<file path="config.mk">
export PLATFORM = sky130hd
export DESIGN_NAME = alu_issue_stage
export DESIGN_NICKNAME = d
export VERILOG_FILES = /design/src/rtl/alu_pkg.sv /design/src/rtl/alu_decode.sv /design/src/rtl/alu_issue_stage.sv
export SDC_FILE = /design/constraint.sdc
export NUM_CORES = 1
export LEC_CHECK = 0
export ABC_AREA = 1
export CORE_MARGIN = 1.5
export CORE_UTILIZATION = 42
export DETAILED_ROUTE_END_ITERATION = 8
export HOLD_SLACK_MARGIN = 0.06
export PLACE_DENSITY = 0.84
export SLEW_MARGIN = 20
export SYNTH_ARGS = -nofsm -noshare
export SYNTH_HDL_FRONTEND = slang
export SYNTH_SLANG_ARGS = --single-unit
</file>
<file path="constraint.sdc">
create_clock -name clk -period 5.6 [get_ports clk]
set_input_delay 0.56 -clock clk [delete_from_list [all_inputs] [get_ports clk]]
set_output_delay 0.56 -clock clk [all_outputs]
set_load 0.005 [all_outputs]
</file>
<file path="src/rtl/alu_pkg.sv">
// Shared ALU opcode, RV32I major-opcode constants and the ID/EX bundle layout
// used by the decode/issue stage.
package alu_pkg;

    localparam logic [3:0] ALU_AND = 4'b0000;
    localparam logic [3:0] ALU_OR  = 4'b0001;
    localparam logic [3:0] ALU_ADD = 4'b0010;
    localparam logic [3:0] ALU_SUB = 4'b0110;
    localparam logic [3:0] ALU_SRL = 4'b1010;

    localparam logic [6:0] OP_R      = 7'b0110011;
    localparam logic [6:0] OP_I      = 7'b0010011;
    localparam logic [6:0] OP_LOAD   = 7'b0000011;
    localparam logic [6:0] OP_STORE  = 7'b0100011;
    localparam logic [6:0] OP_BRANCH = 7'b1100011;

    typedef enum logic [2:0] {
        B_ZERO,
        B_RS2,
        B_IMM_I,
        B_IMM_S,
        B_SHAMT
    } bsel_e;

    typedef struct packed {
        logic [31:0] alu_a;
        logic [31:0] alu_b;
        logic [3:0]  alu_op;
        logic [4:0]  rd;
        logic        reg_write;
        logic        mem_read;
        logic        mem_write;
        logic        branch;
        logic        branch_ne;
        logic [31:0] store_data;
        logic [31:0] pc;
        logic        illegal;
    } idex_t;

endpackage

</file>
<file path="src/rtl/alu_decode.sv">
// Combinational RV32I subset decoder: opcode/funct fields to ALU opcode,
// operand-B source, control flags and illegal indication.
module alu_decode
    import alu_pkg::*;
(
    input  logic [6:0] opcode,
    input  logic [2:0] funct3,
    input  logic [6:0] funct7,
    output logic [3:0] alu_op,
    output bsel_e      b_sel,
    output logic       keep_rd,
    output logic       reg_write,
    output logic       mem_read,
    output logic       mem_write,
    output logic       branch,
    output logic       branch_ne,
    output logic       illegal
);

    always_comb begin
        alu_op    = ALU_ADD;
        b_sel     = B_ZERO;
        keep_rd   = 1'b0;
        reg_write = 1'b0;
        mem_read  = 1'b0;
        mem_write = 1'b0;
        branch    = 1'b0;
        branch_ne = 1'b0;
        illegal   = 1'b0;

        case (opcode)
            OP_R: begin
                b_sel     = B_RS2;
                keep_rd   = 1'b1;
                reg_write = 1'b1;
                case (funct3)
                    3'b000: begin
                        if (funct7 == 7'b0000000)      alu_op = ALU_ADD;
                        else if (funct7 == 7'b0100000) alu_op = ALU_SUB;
                        else                           illegal = 1'b1;
                    end
                    3'b111:  alu_op = ALU_AND;
                    3'b110:  alu_op = ALU_OR;
                    3'b101: begin
                        if (funct7 == 7'b0000000) alu_op = ALU_SRL;
                        else                      illegal = 1'b1;
                    end
                    default: illegal = 1'b1;
                endcase
            end
            OP_I: begin
                b_sel     = B_IMM_I;
                keep_rd   = 1'b1;
                reg_write = 1'b1;
                case (funct3)
                    3'b000:  alu_op = ALU_ADD;
                    3'b111:  alu_op = ALU_AND;
                    3'b110:  alu_op = ALU_OR;
                    3'b101: begin
                        alu_op = ALU_SRL;
                        b_sel  = B_SHAMT;
                        if (funct7 != 7'b0000000) illegal = 1'b1;
                    end
                    default: illegal = 1'b1;
                endcase
            end
            OP_LOAD: begin
                b_sel     = B_IMM_I;
                keep_rd   = 1'b1;
                reg_write = 1'b1;
                mem_read  = 1'b1;
                if (funct3 != 3'b010) illegal = 1'b1;
            end
            OP_STORE: begin
                b_sel     = B_IMM_S;
                mem_write = 1'b1;
                if (funct3 != 3'b010) illegal = 1'b1;
            end
            OP_BRANCH: begin
                alu_op    = ALU_SUB;
                b_sel     = B_RS2;
                branch    = 1'b1;
                branch_ne = funct3[0];
                if (funct3[2:1] != 2'b00) illegal = 1'b1;
            end
            default: illegal = 1'b1;
        endcase

        // Unsupported encodings still issue as a harmless ADD with zero operand B.
        if (illegal) begin
            alu_op    = ALU_ADD;
            b_sel     = B_ZERO;
            keep_rd   = 1'b0;
            reg_write = 1'b0;
            mem_read  = 1'b0;
            mem_write = 1'b0;
            branch    = 1'b0;
            branch_ne = 1'b0;
        end
    end

endmodule

</file>
<file path="src/rtl/alu_issue_stage.sv">
// Decode-and-issue stage: decodes the instruction, builds operand B and holds
// the bundle in a single ID/EX register with valid/ready on both sides.
module alu_issue_stage
    import alu_pkg::*;
(
    input  logic        clk,
    input  logic        rst,
    input  logic        in_valid,
    output logic        in_ready,
    input  logic [31:0] instr,
    input  logic [31:0] pc,
    input  logic [31:0] rs1_data,
    input  logic [31:0] rs2_data,
    input  logic        flush,
    output logic        out_valid,
    input  logic        out_ready,
    output logic [31:0] alu_a,
    output logic [31:0] alu_b,
    output logic [3:0]  alu_op,
    output logic [4:0]  rd,
    output logic        reg_write,
    output logic        mem_read,
    output logic        mem_write,
    output logic        branch,
    output logic        branch_ne,
    output logic [31:0] store_data,
    output logic [31:0] pc_out,
    output logic        illegal
);

    logic [3:0] dec_alu_op;
    bsel_e      dec_b_sel;
    logic       dec_keep_rd;
    logic       dec_reg_write, dec_mem_read, dec_mem_write;
    logic       dec_branch, dec_branch_ne, dec_illegal;
    logic [31:0] op_b;
    logic        load;
    logic        unused_rs1_field;

    logic  valid_d,  valid_q;
    idex_t bundle_d, bundle_q;

    alu_decode u_decode (
        .opcode    (instr[6:0]),
        .funct3    (instr[14:12]),
        .funct7    (instr[31:25]),
        .alu_op    (dec_alu_op),
        .b_sel     (dec_b_sel),
        .keep_rd   (dec_keep_rd),
        .reg_write (dec_reg_write),
        .mem_read  (dec_mem_read),
        .mem_write (dec_mem_write),
        .branch    (dec_branch),
        .branch_ne (dec_branch_ne),
        .illegal   (dec_illegal)
    );

    // Register indices arrive already resolved as rs1_data/rs2_data.
    assign unused_rs1_field = ^instr[19:15];

    assign in_ready = ~valid_q | out_ready;
    assign load     = in_valid & in_ready;

    always_comb begin
        case (dec_b_sel)
            B_RS2:   op_b = rs2_data;
            B_IMM_I: op_b = {{20{instr[31]}}, instr[31:20]};
            B_IMM_S: op_b = {{20{instr[31]}}, instr[31:25], instr[11:7]};
            B_SHAMT: op_b = {27'd0, instr[24:20]};
            default: op_b = 32'd0;
        endcase
    end

    always_comb begin
        valid_d  = valid_q;
        bundle_d = bundle_q;
        if (flush) begin
            valid_d = 1'b0;
        end else if (load) begin
            valid_d             = 1'b1;
            bundle_d.alu_a      = rs1_data;
            bundle_d.alu_b      = op_b;
            bundle_d.alu_op     = dec_alu_op;
            bundle_d.rd         = dec_keep_rd ? instr[11:7] : 5'd0;
            bundle_d.reg_write  = dec_reg_write;
            bundle_d.mem_read   = dec_mem_read;
            bundle_d.mem_write  = dec_mem_write;
            bundle_d.branch     = dec_branch;
            bundle_d.branch_ne  = dec_branch_ne;
            bundle_d.store_data = rs2_data;
            bundle_d.pc         = pc;
            bundle_d.illegal    = dec_illegal;
        end else if (out_ready) begin
            valid_d = 1'b0;
        end
    end

    always_ff @(posedge clk or posedge rst) begin
        if (rst) begin
            valid_q  <= 1'b0;
            bundle_q <= '0;
        end else begin
            valid_q  <= valid_d;
            bundle_q <= bundle_d;
        end
    end

    assign out_valid  = valid_q;
    assign alu_a      = bundle_q.alu_a;
    assign alu_b      = bundle_q.alu_b;
    assign alu_op     = bundle_q.alu_op;
    assign rd         = bundle_q.rd;
    assign reg_write  = bundle_q.reg_write;
    assign mem_read   = bundle_q.mem_read;
    assign mem_write  = bundle_q.mem_write;
    assign branch     = bundle_q.branch;
    assign branch_ne  = bundle_q.branch_ne;
    assign store_data = bundle_q.store_data;
    assign pc_out     = bundle_q.pc;
    assign illegal    = bundle_q.illegal;

endmodule

</file>
==> run_results.csv <==
group,metric,value,unit
setup_path,path_max_fanout,21,
layout,final_cells,1201,
power,ir_worst_vdd,0.193,mV
setup_path,crit_path_top_delay_cell,"nand2_1",
cts,clkLatencyLatePin,420,ps
setup_path,path_buf_inv,2,
cts,cts_setup_buffers,0,
setup_path,startpoint_type,"input port",
routing,highest_layer,"met4",
routing,wl_met1,7.10,mm
layout,final_common_cell,"nand2_1",
layout,register_area,3600,um^2
grt,grt_max_degree,110,
sta,final-hold-violation-count,0,
setup_path,setup.worst_path.end_class,"register",
layout,num_antenna_cells,0,
setup_path,crit_chain,"clkdlybuf4s50_1 > inv_2 > nand2_1 > nor2_1 > nand2_1 > nand2_4 > nand2_2 > nand3_2 > nor2_4 > nand2_4 > nor2_4 > nand2_1 > o21ai_0 > nand2_1 > nand2_1",
floorplanning,die_area,15400,um^2
grt,first_global_vias,5417,
cts,clk_pin_slew,60,ps
floorplanning,initial_core_util,0.428,
setup_path,critPathTopFamily,"simple AND/OR/NAND/NOR gates",
cts,clock_sinks,144,
synth,synth_cell_types,29,
cts,cts_root_buf,"clkbuf_16",
setup_path,critPathMaxStageDelay,590,ps
cts,cts_tree,"built",
cts,cts_resized,0,
sta,timing.final.ws_setup,2650,ps
setup_path,path_class,"input port to register",
synth,synth_area,6170,um^2
floorplanning,die_y,124,um
sta,fin_tns_setup,0,ps
grt,antenna_found_initial,0,
layout,final_nets,1137,
sta,relSlewSlack,0.313,
floorplanning,core-area,14400,um^2
min_path,hold_path.class,"register to register",
sta,rsz0062_at_grt,"false",
synth,syn_inst,745,
run_status,outcome,"completed",
sta,skew,9.55,ps
sta,setup_violations,0,
cts,hold_buffers,0,
routing,drc,0,
cts,h-tree-depth,4,
grt,track_usage,0.232,
synth,synth_nets,878,
routing,first_iter_violations,306,
floorplanning,rows,44,
synth,syn_area_per_cell,8.28,um^2
routing,wl_met2,8.45,mm
run,max_cap_viol_count,0,
placement,dp_slack,2330,ps
power,power_per_cell_area,302,nW/um^2
floorplanning,io_pins,278,
layout,layout-drive-gt1-share,0.0570,
setup_path,critPathArrivalTime,3300,ps
routing,vias,5664,
routing,first_pass_iters,7,
floorplanning,die_w,124,um
sta,fmax,0.338,GHz
cts,cts-buffers-inserted,17,
placement,hpwl,12.2,mm
routing,wire_per_inst,14.8,um
setup_path,crit_path_frequent_cell,"nand2_1",
routing,wl_met3,1.87,mm
sta,slew_violations,0,
layout,area_delta_synth_final,55.9,%
layout,fillers,1192,
placement,place_congestion,0.799,
layout,multi_input_area,2190,um^2
grt,grt_first_pass_wirelength,27.0,mm
sta,fin_crit_sh,0.528,
routing,postRouteAntennaNets,0,
sta,max_slew.worst_pin.slew,1030,ps
routing,viasPerCell,4.72,
cts,clk_path_buf_depth,2,
power,p_leak,0.00475,uW
synth,synth_seq_cells,144,
grt,grt_overflow,0,
routing,wirelength,17.8,mm
sta,whs,469,ps
placement,io_buffers,272,
placement,placed_cells,1169,
layout,mostFrequentLayoutCells,"nand2_1 (383), clkdlybuf4s50_1 (272), dfrtp_1 (144)",
setup_path,required,5950,ps
sta,finalCriticalPeriod,2950,ps
synth,yosysSeqAreaShare,0.584,
synth,ys_warn_count,0,
worst min-delay path, cell delays in order, from the launching register on:
cell and delay, ps:
dfrtp_1 340, nand2_1 50, nand2_1 50
final cells by class:
class,count,share of cell area
Sequential cell,144,0.375
Clock buffer,18,0.0446
Multi-Input combinational cell,513,0.228
Timing Repair Buffer,275,0.285
Clock inverter,14,0.0212
Tap cell,184,0.0239
Inverter,53,0.0217
cells by family (layout without fill, tap and decap cells):
logic type,Yosys count,after routing,share of synthesized area
compound gates,66,66,0.0600
buf+inv,88,360,0.0611
flops,144,144,0.584
simple gates,447,447,0.295
cells in the mapped netlist:
library cell	number	share of area
buf_6	4	0.0073
nand2_1	383	0.23
nor2_2	1	0.0010
o21ai_1	13	0.011
a22o_1	1	0.0014
inv_2	2	0.0012
a41oi_1	1	0.0014
clkbuf_1	25	0.015
a21oi_1	2	0.0016
buf_4	3	0.0037
inv_1	50	0.030
nand2_2	2	0.0020
buf_1	1	0.00061
nor2_1	18	0.011
nand2_4	2	0.0037
nor3_2	1	0.0016
o21ai_0	40	0.032
nor2_8	1	0.0032
nand3_1	23	0.019
o21ai_2	8	0.011
nor2_4	3	0.0055
nand4_1	8	0.0081
nand3_4	1	0.0028
nand3_2	1	0.0016
inv_4	1	0.0010
o21bai_1	1	0.0012
buf_2	2	0.0016
dfrtp_1	144	0.58
nor3_1	3	0.0024
stage by stage:
step           utilization  total power, uW  cell area [um^2]
3_3_place_gp         0.623             1700              8980
4_1_cts              0.667             2940              9620
5_1_grt              0.667             3050              9620
6_report             0.667             2900              9620
2_1_floorplan            -             1370              6170
3_5_place_dp         0.623             1720              8980
worst paths after layout:
check,slack [ps],start,depth (start not counted),endpoint
worst min register to register,470,alu_a[18]$_DFFE_PP0P_,2,alu_a[18]$_DFFE_PP0P_
worst min-delay path,470,alu_a[18]$_DFFE_PP0P_,2,alu_a[18]$_DFFE_PP0P_
worst max register to register,3200,out_valid$_DFFE_PP0P_,6,store_data[28]$_DFFE_PP0P_
worst max-delay path,2650,instr[6],15,alu_b[26]$_DFFE_PP0P_
min in group asynchronous,690,rst,2,pc_out[31]$_DFFE_PP0P_
max in group asynchronous,3730,rst,3,alu_b[4]$_DFFE_PP0P_
sequential cells by signal, summed over array words and instances, names as in the netlist:
name	cells
alu_a	32
alu_b	32
pc_out	32
store_data	32
rd	5
alu_op	4
branch	1
branch_ne	1
illegal	1
mem_read	1
mem_write	1
out_valid	1
reg_write	1
layer usage:
| metal | vias up | GRT usage |
|---|---|---|
| li1 | 2818 | - |
| met1 | 2600 | 0.268 |
| met2 | 219 | 0.382 |
| met3 | 27 | 0.103 |
| met4 | 0 | 0.0803 |
| met5 | - | 0 |
report_power, final:
group / total, uW / internal, uW / switching, uW / leakage, uW
Clock: 1210 / 753 / 458 / 0.000298
Combinational: 492 / 298 / 194 / 0.00260
Sequential: 1200 / 1140 / 56.4 / 0.00185
Total: 2900 / 2200 / 709 / 0.00475
No activity file was read; power rests on OpenSTA's default activity.
